File: src/rtl/sid_spi_master.sv
// -----------------------------------------------------------------------------
// sid_spi_master
//
// SPI transmitter for SID register writes (initiator end of the spi_slave
// link). Each accepted request is serialised as one 16-bit frame
// {1'b1 (write), 2'b00, addr[4:0], data[7:0]}, MSB first, SPI mode 0.
//
// Frame timing, in sclk half-periods of CLK_DIV clk cycles:
//   1 setup + 31 clocking (16 high, 15 low) + 2 hold = 34 with ss low,
//   followed by GAP_CYCLES clk cycles with ss high before the next frame.
//
// Ports
//   clk        in   system clock, all logic on posedge
//   rst_n      in   asynchronous active-low reset; aborts any frame in flight
//   req_valid  in   write request valid
//   req_ready  out  request accepted on the edge where req_valid && req_ready
//   req_addr   in   [4:0] SID register address
//   req_data   in   [7:0] register data
//   ss         out  slave select, active low
//   sclk       out  SPI clock, idles low
//   mosi       out  serial data, changes only on sclk falling edges
//   busy       out  high from request accept until the frame's gap ends
//   done       out  one-cycle pulse on the cycle ss returns high
//
// Configuration macro
//   SID_SPI_FIFO_EN  undefined: requests are taken straight into the shift
//                    register, req_ready is high only when a frame can start.
//                    defined:   FIFO_DEPTH-entry request FIFO ahead of the
//                    FSM, req_ready = !full.
// -----------------------------------------------------------------------------
module sid_spi_master #(
    parameter int CLK_DIV    = 2,   // clk cycles per sclk half-period, >= 1
    parameter int GAP_CYCLES = 2    // clk cycles ss stays high between frames, >= 1
`ifdef SID_SPI_FIFO_EN
    ,
    parameter int FIFO_DEPTH = 4    // power of 2, >= 2
`endif
) (
    input  logic       clk,
    input  logic       rst_n,
    input  logic       req_valid,
    output logic       req_ready,
    input  logic [4:0] req_addr,
    input  logic [7:0] req_data,
    output logic       ss,
    output logic       sclk,
    output logic       mosi,
    output logic       busy,
    output logic       done
);

    typedef enum logic [2:0] {
        ST_IDLE,
        ST_SETUP,
        ST_SHIFT,
        ST_HOLD,
        ST_GAP
    } state_t;

    // The extra bit lets the half-period counter also time the two-half-period
    // hold without a separate counter.
    localparam int DIV_W = $clog2(CLK_DIV) + 1;
    localparam int GAP_W = $clog2(GAP_CYCLES) + 1;

    localparam logic [DIV_W-1:0] HALF_LOAD = DIV_W'(CLK_DIV - 1);
    localparam logic [DIV_W-1:0] HOLD_LOAD = DIV_W'(2 * CLK_DIV - 1);
    localparam logic [GAP_W-1:0] GAP_LOAD  = GAP_W'(GAP_CYCLES - 1);

    // Registered state and outputs
    state_t            r_state;
    logic [DIV_W-1:0]  r_div_cnt;
    logic [4:0]        r_bit_cnt;    // sclk rises still to come, 16 down to 0
    logic [GAP_W-1:0]  r_gap_cnt;
    logic [14:0]       r_shift;      // frame bits not yet on mosi, next at [14]
    logic              r_ss;
    logic              r_sclk;
    logic              r_mosi;
    logic              r_done;

    // Next-state values
    state_t            w_state_nxt;
    logic [DIV_W-1:0]  w_div_cnt_nxt;
    logic [4:0]        w_bit_cnt_nxt;
    logic [GAP_W-1:0]  w_gap_cnt_nxt;
    logic [14:0]       w_shift_nxt;
    logic              w_ss_nxt;
    logic              w_sclk_nxt;
    logic              w_mosi_nxt;
    logic              w_done_nxt;

    // Frame source and start control
    logic              w_can_start;  // IDLE, or the last GAP cycle
    logic              w_src_valid;
    logic [12:0]       w_src_word;   // {addr, data}
    logic              w_start;

    assign w_can_start = (r_state == ST_IDLE) ||
                         ((r_state == ST_GAP) && (r_gap_cnt == '0));
    assign w_start     = w_can_start && w_src_valid;

`ifdef SID_SPI_FIFO_EN
    // -------------------------------------------------------------------------
    // Request FIFO
    // -------------------------------------------------------------------------
    localparam int AW = $clog2(FIFO_DEPTH);

    logic [12:0]   r_fifo_mem [FIFO_DEPTH];
    logic [AW-1:0] r_wr_ptr;
    logic [AW-1:0] r_rd_ptr;
    logic [AW:0]   r_count;
    logic          w_fifo_full;
    logic          w_fifo_empty;
    logic          w_push;
    logic          w_pop;

    assign w_fifo_full  = (r_count == (AW + 1)'(FIFO_DEPTH));
    assign w_fifo_empty = (r_count == '0);
    assign req_ready    = !w_fifo_full;
    assign w_push       = req_valid && !w_fifo_full;
    assign w_pop        = w_start;
    assign w_src_valid  = !w_fifo_empty;
    assign w_src_word   = r_fifo_mem[r_rd_ptr];
    assign busy         = (r_state != ST_IDLE) || !w_fifo_empty;

    always_ff @(posedge clk or negedge rst_n) begin
        if (!rst_n) begin
            r_wr_ptr <= '0;
            r_rd_ptr <= '0;
            r_count  <= '0;
        end else begin
            if (w_push) r_wr_ptr <= r_wr_ptr + 1'b1;
            if (w_pop)  r_rd_ptr <= r_rd_ptr + 1'b1;
            case ({w_push, w_pop})
                2'b10:   r_count <= r_count + 1'b1;
                2'b01:   r_count <= r_count - 1'b1;
                default: r_count <= r_count;
            endcase
        end
    end

    // NOTE: storage is not reset; entries are only read after being written,
    // and leaving it reset-free lets it map onto plain flops or RAM.
    always_ff @(posedge clk) begin
        if (w_push) r_fifo_mem[r_wr_ptr] <= {req_addr, req_data};
    end
`else
    // Without a FIFO the request goes straight into the shift register, so
    // the accept edge is the frame-start edge.
    assign req_ready   = w_can_start;
    assign w_src_valid = req_valid;
    assign w_src_word  = {req_addr, req_data};
    assign busy        = (r_state != ST_IDLE);
`endif

    // -------------------------------------------------------------------------
    // FSM next-state / output logic
    // -------------------------------------------------------------------------
    always_comb begin
        // NOTE: every target gets a default first so no path leaves it
        // unassigned; that is what keeps this block from inferring latches.
        w_state_nxt   = r_state;
        w_div_cnt_nxt = r_div_cnt;
        w_bit_cnt_nxt = r_bit_cnt;
        w_gap_cnt_nxt = r_gap_cnt;
        w_shift_nxt   = r_shift;
        w_ss_nxt      = r_ss;
        w_sclk_nxt    = r_sclk;
        w_mosi_nxt    = r_mosi;
        w_done_nxt    = 1'b0;

        case (r_state)
            ST_IDLE: begin
                // Frame start is handled below, shared with the GAP exit.
            end

            ST_SETUP: begin
                if (r_div_cnt == '0) begin
                    w_sclk_nxt    = 1'b1;
                    w_bit_cnt_nxt = r_bit_cnt - 5'd1;
                    w_div_cnt_nxt = HALF_LOAD;
                    w_state_nxt   = ST_SHIFT;
                end else begin
                    w_div_cnt_nxt = r_div_cnt - 1'b1;
                end
            end

            ST_SHIFT: begin
                if (r_div_cnt == '0) begin
                    w_div_cnt_nxt = HALF_LOAD;
                    if (r_sclk) begin
                        w_sclk_nxt = 1'b0;
                        if (r_bit_cnt == '0) begin
                            // Final falling edge: bit0 stays on mosi.
                            w_div_cnt_nxt = HOLD_LOAD;
                            w_state_nxt   = ST_HOLD;
                        end else begin
                            w_mosi_nxt  = r_shift[14];
                            w_shift_nxt = {r_shift[13:0], 1'b0};
                        end
                    end else begin
                        w_sclk_nxt    = 1'b1;
                        w_bit_cnt_nxt = r_bit_cnt - 5'd1;
                    end
                end else begin
                    w_div_cnt_nxt = r_div_cnt - 1'b1;
                end
            end

            ST_HOLD: begin
                if (r_div_cnt == '0) begin
                    w_ss_nxt      = 1'b1;
                    w_mosi_nxt    = 1'b0;
                    w_done_nxt    = 1'b1;
                    w_gap_cnt_nxt = GAP_LOAD;
                    w_state_nxt   = ST_GAP;
                end else begin
                    w_div_cnt_nxt = r_div_cnt - 1'b1;
                end
            end

            ST_GAP: begin
                if (r_gap_cnt == '0) begin
                    w_state_nxt = ST_IDLE;
                end else begin
                    w_gap_cnt_nxt = r_gap_cnt - 1'b1;
                end
            end

            default: begin
                w_state_nxt = ST_IDLE;
            end
        endcase

        // Frame start from IDLE or straight out of the last GAP cycle, so
        // back-to-back frames see no extra IDLE cycle. Bits 15:13 of the
        // frame are the constant 3'b100: bit15 goes straight onto mosi.
        if (w_start) begin
            w_ss_nxt      = 1'b0;
            w_mosi_nxt    = 1'b1;
            w_shift_nxt   = {2'b00, w_src_word};
            w_div_cnt_nxt = HALF_LOAD;
            w_bit_cnt_nxt = 5'd16;
            w_state_nxt   = ST_SETUP;
        end
    end

    // -------------------------------------------------------------------------
    // State register
    // -------------------------------------------------------------------------
    // NOTE: sequential state uses non-blocking assignments so every register
    // samples the pre-edge values regardless of statement order.
    always_ff @(posedge clk or negedge rst_n) begin
        if (!rst_n) begin
            r_state   <= ST_IDLE;
            r_div_cnt <= '0;
            r_bit_cnt <= '0;
            r_gap_cnt <= '0;
            r_shift   <= '0;
            r_ss      <= 1'b1;
            r_sclk    <= 1'b0;
            r_mosi    <= 1'b0;
            r_done    <= 1'b0;
        end else begin
            r_state   <= w_state_nxt;
            r_div_cnt <= w_div_cnt_nxt;
            r_bit_cnt <= w_bit_cnt_nxt;
            r_gap_cnt <= w_gap_cnt_nxt;
            r_shift   <= w_shift_nxt;
            r_ss      <= w_ss_nxt;
            r_sclk    <= w_sclk_nxt;
            r_mosi    <= w_mosi_nxt;
            r_done    <= w_done_nxt;
        end
    end

    assign ss   = r_ss;
    assign sclk = r_sclk;
    assign mosi = r_mosi;
    assign done = r_done;

endmodule
File: config.mk
export PLATFORM = sky130hd
export DESIGN_NAME = sid_spi_master
export DESIGN_NICKNAME = d
export VERILOG_FILES = /design/src/rtl/sid_spi_master.sv
export SDC_FILE = /design/constraint.sdc
export NUM_CORES = 1
export LEC_CHECK = 0
export ABC_CLOCK_PERIOD_IN_PS = 3450
export CORE_MARGIN = 2
export CORE_UTILIZATION = 58
export DETAILED_ROUTE_END_ITERATION = 8
export GPL_TIMING_DRIVEN = 0
export PLACE_DENSITY = 0.85
export SLEW_MARGIN = 25
export SYNTH_ARGS = -nofsm -noshare
export SYNTH_HDL_FRONTEND = slang
export SYNTH_SLANG_ARGS = --single-unit
File: constraint.sdc
create_clock -name clk -period 3.45 [get_ports clk]
set_clock_uncertainty 0.05 [all_clocks]
set_input_delay 1.035 -clock clk [delete_from_list [all_inputs] [get_ports clk]]
set_output_delay 1.035 -clock clk [all_outputs]
set_load 0.01 [all_outputs]
==> results.md <==
- RSZ-0062 raised after global routing: false
- Combinational power share: a little under half
- VDD IR-drop max: 0.6563 mV
- Critical path cell sequence: inv_1 -> clkbuf_1 -> nand2_1 -> nor2_1 -> clkdlybuf4s50_1
- Number of H-tree levels: 2
- Top-area cell type share of the netlist area: between 40% and 50%
- Synth top area cells: dfrtp_1 (45%), a21oi_1 (9.4%), nand2_1 (6.6%)
- Clock tree from TritonCTS: done
- Main flop type after synthesis: dfrtp_1
- Final period util: about nine tenths
- Ys Warns: 0
- GRT busiest layer: met2
- F_max: about 320 MHz
- Most common cell after layout, fill and taps aside: a21oi_1
- Routed vias/inst: 5.839
- Worst setup EP type: primary output
- Sequential share of the synthesized area: 46.83%
- Die Footprint: between 3000 and 4000 µm²
- Drt wl/cell: 14.42 µm
- Final worst slack: 0.2825 ns
- Final HPWL DP: 2.601 mm
- HP Class: flop to flop
- Via count: about 1400
- Final Power: roughly 1.7 mW
- Worst rel slew slack: a little over half
- Clock share of power: between 10% and 20%
- Cell Pwr Density: between 800 and 900 nW/µm²
- Max incr delay on CP: between 0.5 and 0.6 ns
- Post-synth EDFFs: 0
- Critical Path RT: around 2.4 ns
- Synth Register Bits: 31
- Max cap viols: 0
- Drt pass-1 iters: 4
- Fin. Hold Viols: 0
- Crit Path Category: flop to primary output
- Ys async rst share: 100.0%
- Clock latency on the worst-skew pair: between 0.3 and 0.4 ns
- Clock Pin Slew Worst Setup and Hold Paths: around 0.10 ns
- Post-Route Setup TNS: 0 ns
- Slowest CP cell: clkdlybuf4s50_1
- Total grt overflow: 0
- Met1 Use GR: between 30% and 40%
- Inserted Diodes: 0
- I/O Pins: 22
- Setup-failing EPs final: 0
- Clock sink count: 31
- Dominant cell type by area after synthesis: dfrtp_1
- Share of cells above drive strength 1: under 10%
- Die Ht: around 57 µm
- TritonCTS buffer count: 5
- Max Slew Vio Count: 0
- Initial antenna violation count: 0
- Vias in the first global route: between 1000 and 1500
- Outcome: completed
- Placed insts: 240
- Clk buf depth: 2
- Core box area: between 2000 and 3000 µm²
- Die W: approximately 57 µm
- Least-Margin Pin Slew: 0.6875 ns
- Met3 usage: 7.256%
- Final wirelength: between 3 and 4 mm
- Area Growth Syn to Fin: 18.33%
- Cts hold-fix bufs: 0
- Pin count of the biggest net entering global routing: 32
- Int Power: ~980 µW
- Net load switching power: 695.6 µW
- Mapped Cells: roughly 190
- Layout net count: approximately 240
- Final min period: 3.168 ns
- Final Util: between 70 and 80%
- Mapped Nets: between 200 and 250
- Netlist cell types: 38
- Arrival @ worst endpoint: roughly 2.1 ns
- Met2 Usage GRT: ~40%
- First-pass GRT wire length: roughly 6 mm
- Postcts setup bufs: 0
- Starting Density: 60.69%
- Post-Syn Area: between 1500 and 2000 µm²
- Post-cts gate resize count: 0
- Num rows: 19
- Leakage Power: about 0.88 nW
- Setup WS pre-CTS: 0.6648 ns
- Sequential cell fraction of total power: between 30% and 40%
- Most frequent cells in the layout: a21oi_1 (31), dfrtp_1 (30), nand2_1 (29), nor2_1 (20), clkdlybuf4s50_1 (20)
- Routability cong.: a little under 0.9
- Cell Count, Final, Fillers Out: ~250
- Startpoint types: flop
- Detail Route Antenna Nets: 0
- Drt first-iter violations: 56
- Clk root buf: clkbuf_4
- Syn_area_per_cell: ~8.8 µm²
- Port bufs: 21
- Switching Share: 41.48%
- Largest fanout on the critical path: 10
- Global Route Usage Sum: about 24%
- DRC errors left: 0
cell usage after synthesis (3+ instances only):
library cell  number
mux2i_1            3
nor2b_1            5
nor2_1            20
dfrtp_1           30
o21a_1             3
o21ai_0            8
a21oi_1           31
nand3_1            4
inv_1              9
nor3_1             3
o221ai_1           3
clkbuf_1           6
nand2_1           29
ha_1               5
cells by family after synthesis:
kind of cell	synth area share, %
AO/OA/AOI/OAI	19.99
AND/OR/NAND/NOR	19.99
flip-flops	46.83
multiplexers	2.489
XOR/XNOR	1.584
adder cells (fa/ha/maj)	3.771
buffers and inverters	5.354
through the flow:
stage	hold slack (ns)	cell area (µm²)
detailed placement	0.4565	1903
floorplan	0.4166	1659
global placement	0.4324	1908
finish	0.4692	1963
global route	0.4943	1963
CTS	0.4744	1963
cell type report:
type	count	area, µm²
tap	31	38.79
timing repair buffer	21	205.2
inverter	9	33.78
clock inverter	1	5.005
buffer	10	55.05
fill	214	770.7
sequential	31	777.0
clock buffer	7	55.05
multi-input combinational	138	793.3
final timing paths:
| check | startpoint | to | slack (ns) | cells after the start |
|---|---|---|---|---|
| max | r_state[0] | req_ready | 0.28 | 5 |
| min | r_shift[13] | r_shift[14] | 0.47 | 2 |
| max reg2reg | r_gap_cnt[0] | mosi | 1.16 | 7 |
| min reg2reg | r_shift[13] | r_shift[14] | 0.47 | 2 |
| max in group asynchronous | rst_n | done | 2.22 | 1 |
| min in group asynchronous | rst_n | r_div_cnt[1] | 0.69 | 1 |
power groups by stage:
| stage | Clock (mW) | Combinational, mW | Sequential (mW) |
|---|---|---|---|
| 2_1_floorplan | 0 | 0.569 | 0.636 |
| 3_3_place_gp | 0 | 0.756 | 0.647 |
| 3_5_place_dp | 0 | 0.793 | 0.661 |
| 4_1_cts | 0.227 | 0.799 | 0.653 |
| 5_1_grt | 0.241 | 0.904 | 0.675 |
| 6_report | 0.221 | 0.802 | 0.654 |
per-layer routing:
metal	up-vias	wire [µm]
met5	-	0
met2	28	1779
met4	0	58
li1	709	-
met1	704	1573
met3	7	165
flip-flops by register name, indices dropped and copies added (netlist names):
signal,cells
done,1
mosi,1
r_bit_cnt,5
r_div_cnt,2
r_gap_cnt,2
r_shift,15
r_state,3
sclk,1
ss,1
critical path, delay by kind of cell (launching register included):
family | cells | cell delay, ns
AND/OR/NAND/NOR | 2 | 0.26
flip-flops | 1 | 0.48
buffers and inverters | 3 | 1.01
(Power assumes the default switching activity.)
